File: src/rtl/downcount_pkg.sv
//------------------------------------------------------------------------------
// downcount_pkg
// Shared state encoding and constants for the loadable down-count timer.
// Rev 1.0 - initial release
//------------------------------------------------------------------------------
`default_nettype none

package downcount_pkg;

  localparam int unsigned c_MAX_WIDTH = 16;

  localparam logic [1:0] c_ST_IDLE = 2'd0;
  localparam logic [1:0] c_ST_RUN  = 2'd1;
  localparam logic [1:0] c_ST_DONE = 2'd2;

  typedef enum logic [1:0] {
    IDLE = c_ST_IDLE,
    RUN  = c_ST_RUN,
    DONE = c_ST_DONE
  } state_t;

  // Wide enough for any legal WIDTH; users slice [WIDTH-1:0].
  localparam logic [c_MAX_WIDTH-1:0] c_ZERO = '0;

endpackage : downcount_pkg

`default_nettype wire

File: src/rtl/downcount_timer.sv
//------------------------------------------------------------------------------
// downcount_timer
// Loadable down-counter with start/stop/pause control, terminal-count pulse
// and optional auto-reload.
// Rev 1.0 - initial release
//------------------------------------------------------------------------------
`default_nettype none

module downcount_timer
  import downcount_pkg::*;
#(
  parameter int unsigned WIDTH = 4
) (
  input  logic             clk,
  input  logic             rst,
  input  logic             load,
  input  logic [WIDTH-1:0] data_in,
  input  logic             start,
  input  logic             stop,
  input  logic             pause,
  input  logic             auto_reload,
  output logic [WIDTH-1:0] count,
  output logic             busy,
  output logic             tc,
  output logic             done
);

  localparam logic [WIDTH-1:0] c_ZERO_W = c_ZERO[WIDTH-1:0];
  localparam logic [WIDTH-1:0] c_ONE_W  = {{(WIDTH-1){1'b0}}, 1'b1};

  state_t           r_state;
  logic [WIDTH-1:0] r_count;
  logic [WIDTH-1:0] r_reload;
  logic             r_tc;

  logic w_count_zero;
  assign w_count_zero = (r_count == c_ZERO_W);

  always_ff @(posedge clk) begin
    if (rst) begin
      r_count  <= c_ZERO_W;
      r_reload <= c_ZERO_W;
      r_state  <= IDLE;
      r_tc     <= 1'b0;
    end else if (load) begin
      r_count  <= data_in;
      r_reload <= data_in;
      r_state  <= IDLE;
      r_tc     <= 1'b0;
    end else if (stop) begin
      r_state  <= IDLE;
      r_tc     <= 1'b0;
    end else begin
      r_tc <= 1'b0;
      case (r_state)
        IDLE, DONE: begin
          // A zero count has nothing to time, so start is ignored.
          if (start && !w_count_zero) begin
            r_state <= RUN;
          end
        end
        RUN: begin
          if (!pause) begin
            if (r_count > c_ONE_W) begin
              r_count <= r_count - c_ONE_W;
            end else if (r_count == c_ONE_W) begin
              r_count <= c_ZERO_W;
              r_tc    <= 1'b1;
              if (!auto_reload) begin
                r_state <= DONE;
              end
            end else begin
              // Zero in RUN only follows a terminal count in periodic mode.
              r_count <= r_reload;
              if (r_reload == c_ZERO_W) begin
                r_state <= IDLE;
              end
            end
          end
        end
        default: r_state <= IDLE;
      endcase
    end
  end

  assign count = r_count;
  assign tc    = r_tc;
  assign busy  = (r_state == RUN);
  assign done  = (r_state == DONE);

endmodule : downcount_timer

`default_nettype wire

File: config.mk
export PLATFORM = sky130hd
export DESIGN_NAME = downcount_timer
export DESIGN_NICKNAME = d
export VERILOG_FILES = /design/src/rtl/downcount_pkg.sv /design/src/rtl/downcount_timer.sv
export SDC_FILE = /design/constraint.sdc
export NUM_CORES = 1
export LEC_CHECK = 0
export ABC_AREA = 1
export CAP_MARGIN = 20
export CORE_MARGIN = 10
export CORE_UTILIZATION = 49
export CTS_CLUSTER_SIZE = 12
export DETAILED_ROUTE_END_ITERATION = 7
export GPL_ROUTABILITY_DRIVEN = 1
export GPL_TIMING_DRIVEN = 0
export PLACE_DENSITY_LB_ADDON = 0.08
export SLEW_MARGIN = 10
export SYNTH_ARGS = -nofsm -noshare
export SYNTH_HDL_FRONTEND = slang
export SYNTH_SLANG_ARGS = --single-unit
File: constraint.sdc
create_clock -name clk -period 3.3 [get_ports clk]
set_input_delay 0.33 -clock clk [delete_from_list [all_inputs] [get_ports clk]]
set_output_delay 0.33 -clock clk [all_outputs]
set_load 0.1 [all_outputs]
* Word level (Yosys, flattened, before mapping)
Index checks and enable logic that the tools add are counted.
** Storage, ports and cells
- Flip-flop bits (word level) :: 11
- Input port bits :: 11
** Operators by class
- Add/sub/neg operators :: 1
- $lt $le $gt $ge :: 1
- Equality and inequality tests :: 10
- Multiplexer cells :: 14
- Bitwise operators :: 1
- Reduce and logical (&&, ||, !) cells :: 11
** Operator list (number)
- 4-bit two-way mux :: 6
- 2-bit two-way mux :: 6
- 2-bit != test (second input constant) :: 5
- 4-bit logical NOT :: 2
- 6-bit OR reduction :: 1
- 5-bit AND reduction :: 1
- 4-bit by 1-bit == test with 1-bit output (second input constant) :: 1
- 4-bit by 1-bit > comparator with 1-bit output (second input constant) :: 1
- 2-bit case mux with 2 select lines :: 1
- 4-bit by 1-bit subtractor with 4-bit output (second input constant) :: 1
- 3-bit by 1-bit != test with 1-bit output (second input constant) :: 1
- 3-bit != test (second input constant) :: 1
- 3-bit AND reduction :: 1
- 3-bit OR reduction :: 1
- 2-bit by 1-bit == test with 1-bit output (second input constant) :: 1
- 2-bit == test (second input constant) :: 1
- 2-bit logical NOT :: 1
- 2-bit nonzero test :: 1
- 2-bit OR reduction :: 1
- 1-bit logical AND :: 1
- 1-bit logical NOT :: 1
- 1-bit two-way mux :: 1
- 1-bit NOT :: 1

* Logic depth before layout (Yosys ltp)
- Depth after elaboration :: 7
- Mapped depth :: 9
- Gate-level depth less buffers :: 9

* Worst setup path after synthesis
No wires, ideal clock.
- Kind :: flip-flop to flip-flop
- Start :: reg r_count[0] (netlist: count[0])
- End :: reg r_count[2] (netlist: count[2])
- Arrival time :: 1.983 ns
- Slack :: 1.246 ns
- Stages on the path, launching flop included :: 10
- Cells stage by stage :: dfxtp_1 inv_1 ha_1 inv_1 nand2_1 nand2_2 nand2_1 o21ai_2 nand2_1 a21oi_1
** Between the ends
- Cells in the longest elaborated chain, start to end :: 7
- Elaborated cells between the ends (all ways) :: 9
- Classes of those cells :: 1 x add/sub; 1 x order compare; 1 x eq/ne; 6 x mux
** Ends and longest elaborated chain
- from (decl) :: RTL line downcount_timer.sv:32 : logic [WIDTH-1:0] r_count;
- from (signal assigned) :: RTL line downcount_timer.sv:41 : r_count <= c_ZERO_W;
- from (signal assigned) :: RTL line downcount_timer.sv:46 : r_count <= data_in;
- from (signal assigned) :: RTL line downcount_timer.sv:65 : r_count <= r_count - c_ONE_W;
- parallel branches: the longest is 2 deep, another holds 4-bit by 1-bit subtractor with 4-bit output
- 4-bit two-way mux (*) :: RTL line downcount_timer.sv:64 : if (r_count > c_ONE_W) begin
- 4-bit two-way mux (*) :: RTL line downcount_timer.sv:63 : if (!pause) begin
- 4-bit two-way mux (*) :: RTL line downcount_timer.sv:55 : case (r_state)
- 4-bit two-way mux (*) :: RTL line downcount_timer.sv:50 : end else if (stop) begin
- 4-bit two-way mux (*) :: RTL line downcount_timer.sv:45 : end else if (load) begin
Every way passes the cells marked *. The select of a mux whose other input is x is not followed.
A chain may end at the register's enable or synchronous reset.

* Worst setup path after layout
- Start :: reg r_state[0]
- End :: out busy
** Between the ends
- Cells in the longest elaborated chain, start to end :: 1
** Ends and longest elaborated chain
- from (decl) :: RTL line downcount_timer.sv:31 : state_t r_state;
- from (signal assigned) :: RTL line downcount_timer.sv:43 : r_state <= IDLE;
- from (signal assigned) :: RTL line downcount_timer.sv:48 : r_state <= IDLE;
- from (signal assigned) :: RTL line downcount_timer.sv:51 : r_state <= IDLE;
- 2-bit by 1-bit == test with 1-bit output :: RTL line downcount_timer.sv:88 : assign busy = (r_state == RUN);
- to (decl) :: RTL line downcount_timer.sv:23 : output logic busy,
No other way between the ends.

==> run_results.csv <==
group,metric,value,unit
placement,gp_congestion,0.8677,
placement,dp_hpwl,1268,um
setup_path,worst_setup_end_kind,"output port",
logic_synthesis,simple_gate_area_share_of_the_yosys_netlist,0.4121,
logic_synthesis,xor_and_xnor_fraction_of_the_mapped_netlist_area,0,
detailed_routing,routed_wire_length_per_instance,11.16,um
logic_synthesis,synth.mux.area_fraction,0,
detailed_routing,ant_nets,0,
floorplan,dieArea,3288,um2
logic_synthesis,synth_area_leader_cell,"dfxtp_1",
logic_synthesis,syn-mean-instance-area,6.901,um2
floorplan,die_h,57.34,um
logic_synthesis,syn_area,683.2,um2
power,clock_power_share,0.246,
detailed_routing,1st_iter_drt_viols,17,
floorplan,top_level_ports,18,
cts,htree_levels,1,
power,power-per-cell-area,406.3,nW/um2
setup_path,critPathMaxFanout,3,
logic_synthesis,synth_top_area_frac,0.3223,
power,intPower,228.9,uW
cts,post_cts_resized,0,
global_routing,grt_antenna_before_repair,0,
setup_path,setup.reg_to_reg.worst_slack,1910,ps
detailed_routing,avgViaCountPerCell,5.037,
sta,post-route-min-period,2289,ps
floorplan,core_region_area,1301,um2
setup_path,cp_data_required_time,2970,ps
final_layout,final_nets,134,
floorplan,standard_cell_rows,13,
setup_path,cp.arrival,1960,ps
cts,holdBufCountCts,0,
final_layout,n_antenna_cell,0,
detailed_routing,highest-signal-layer,"met4",
cts,postCtsSetupBuffers,0,
logic_synthesis,synth_top_family_by_area,"simple AND/OR/NAND/NOR gates",
floorplan,start_util,0.5250,
logic_synthesis,leading_cell_type_by_number_of_instances_after_synthesis,"nand2_1",
logic_synthesis,edff_count_synth,0,
sta,final_min_period_over_clock_period,0.6936,
sta,final.hold.worst_slack,377.5,ps
global_routing,first_pass_grt_wire_length,2511,um
sta,hold_viol,0,
sta,finClkSkew,1.315,ps
global_routing,first_global_vias,621,
power,power.sequential.fraction,0.408,
cts,cts.sinks,11,
setup_path,start_kind,"register",
cts,clock_root_buffer,"clkbuf_4",
sta,grt_setup_unrepaired,"no",
logic_synthesis,synth_cell_type_count,21,
final_layout,area_growth,30.04,%
global_routing,grt_remaining_overflow,0,
sta,worstMarginPinSlew,967.7,ps
power,leakage_power,0.0003728,uW
hold_path,worst_hold_startpoint,"load",
cts,cts_tree,"done",
sta,fmax,436.9,MHz
final_layout,layout.core_utilization,0.6827,
job,timing.max_cap.violations,0,
power,netSwitchingPower,132.1,uW
logic_synthesis,synth_compound_gate_area_share,0.1172,
setup_path,critical_setup_path_kind,"register to output port",
logic_synthesis,postSynthRegisterBits,11,
logic_synthesis,synth_common_cells,"21 x nand2_1, 11 x dfxtp_1, 11 x inv_1, 11 x nor2_1, 8 x nand3_1",
detailed_routing,met2_wirelength,696,um
detailed_routing,detail_route.wirelength.met1,667,um
setup_path,worst_r2r_startpoint,"count[0]$_SDFFE_PP0P_",
power,comb_pwr_share,0.346,
sta,worst_slew_margin_rel,0.3528,
power,netSwitchingFraction,0.3659,
detailed_routing,detail_route.drc_violations,0,
placement,numPortBuffers,16,
global_routing,groute.usage.overall,0.09139,
cts,clk_transition_reported_paths,70,ps
detailed_routing,vias,675,
sta,setup_total_negative_slack,0,ps
setup_path,worst_r2r_path_depth,9,
logic_synthesis,synth_async_sr_flop_share,0,
hold_path,holdPathStages,3,
hold_path,worst_hold_path.endpoint,"r_reload[3]$_SDFFE_PP0P_",
logic_synthesis,netlist_top_cells_area,"dfxtp_1 32%, nand2_1 12%, nor2_4 6.6%",
cts,worst_skew_pair.late_latency,260,ps
floorplan,die_w,57.34,um
logic_synthesis,synth_flop_cell,"dfxtp_1",
detailed_routing,drt_pass1_iterations,4,
logic_synthesis,post_synth_fa_ha_maj_area_fraction,0.05495,
status,run_status,"complete, no violations",
sta,pins_over_their_slew_limit,0,
logic_synthesis,synth_cells,99,
placement,dp_worst_setup_slack,1290,ps
detailed_routing,wl_met3,118,um
cts,cts_max_path_buffers,2,
cts,tritoncts.num_buffers,3,
logic_synthesis,yosysSeqAreaShare,0.3223,
sta,setup_slack,1011,ps
sta,final-setup-viol-count,0,
hold_path,holdCritPathClass,"input port to register",
setup_path,r2r_end,"count[2]$_SDFFE_PP0P_",
power,ir_drop,0.2592,mV
logic_synthesis,synth_fp_nets,113,
global_routing,largest_net_degree_at_the_start_of_global_routing,10,
final_layout,fillerInstances,118,
final_layout,post_route_cells_drive_above_1_share,0.1429,
logic_synthesis,synth_warnings,0,
detailed_routing,wirelength,1495,um
==> power groups by stage <==
| stage | combinational, uW | sequential (uW) | clock, uW |
|---|---|---|---|
| after floorplan | 62.0 | 179 | 0 |
| after global placement | 124 | 150 | 0 |
| after detailed placement | 125 | 150 | 0 |
| after CTS | 125 | 147 | 92.7 |
| after global routing | 136 | 148 | 99.1 |
| final | 125 | 147 | 88.9 |
==> per-stage QoR <==
stage | instance area [um2] | power (uW) | cells
detailed placement | 862.1 | 275.4 | 130
finish | 888.4 | 361.0 | 134
floorplan | 683.2 | 241.3 | 99
global route | 888.4 | 383.3 | 134
CTS | 888.4 | 365.4 | 134
global placement | 862.1 | 274.2 | 130
==> flip-flops by register name, summed over array words and instances, names as in the netlist <==
register  cells
tc            1
r_reload      4
r_state       2
count         4
==> kinds of logic (layout without fill, tap and decap cells) <==
kind of cell / after synthesis / count (layout)
DFF: 11 / 11
and+or+nand+nor: 56 / 56
buffers and inverters: 15 / 35
AOI/OAI and AO/OA: 14 / 14
adders and majority gates: 3 / 3
==> how the worst max path moves through the flow <==
stage                                 start                     to  slack (ps)  cells past startpoint
detailed placement  r_state[0]$_SDFFE_PP0P_                   busy        1290                      3
global placement    r_state[0]$_SDFFE_PP0P_                   busy        1310                      3
floorplan             count[0]$_SDFFE_PP0P_  count[2]$_SDFFE_PP0P_        1250                      9
finish              r_state[0]$_SDFFE_PP0P_                   busy        1010                      3
CTS                 r_state[0]$_SDFFE_PP0P_                   busy         990                      3
global route        r_state[0]$_SDFFE_PP0P_                   busy         910                      3
==> final cells by class <==
cell class | instances | area, um2 | share of cell area
Buffer | 1 | 11.26 | 0.01268
Clock buffer | 4 | 26.28 | 0.02958
Tap cell | 15 | 18.77 | 0.02113
Inverter | 14 | 52.55 | 0.05915
Sequential cell | 11 | 220.2 | 0.2479
Multi-Input combinational cell | 73 | 399.1 | 0.4493
Timing Repair Buffer | 16 | 160.2 | 0.1803
==> critical path, stage by stage, from the launching register on <==
cell	delay [ps]
dfxtp_1	360
inv_2	70
nor2_4	110
clkdlybuf4s50_1	1150
==> cells in the final DEF, fill, tap and decap left out, types with 4 or more instances in the layout <==
cell	synthesis	routed
a21oi_1	5	5
clkdlybuf4s50_1	0	16
dfxtp_1	11	11
inv_1	11	11
nand2_1	21	21
nand3_1	8	8
nor2_1	11	11
nor2_4	4	4
o21ai_0	4	4
==> per-layer routing <==
| metal | up-vias | GRT usage |
|---|---|---|
| li1 | 362 | - |
| met3 | 2 | 0.03982 |
| met2 | 16 | 0.1288 |
| met4 | 0 | 0.05034 |
| met1 | 295 | 0.1125 |
| met5 | - | 0 |
Note: power is estimated with default switching activity, not from simulation.
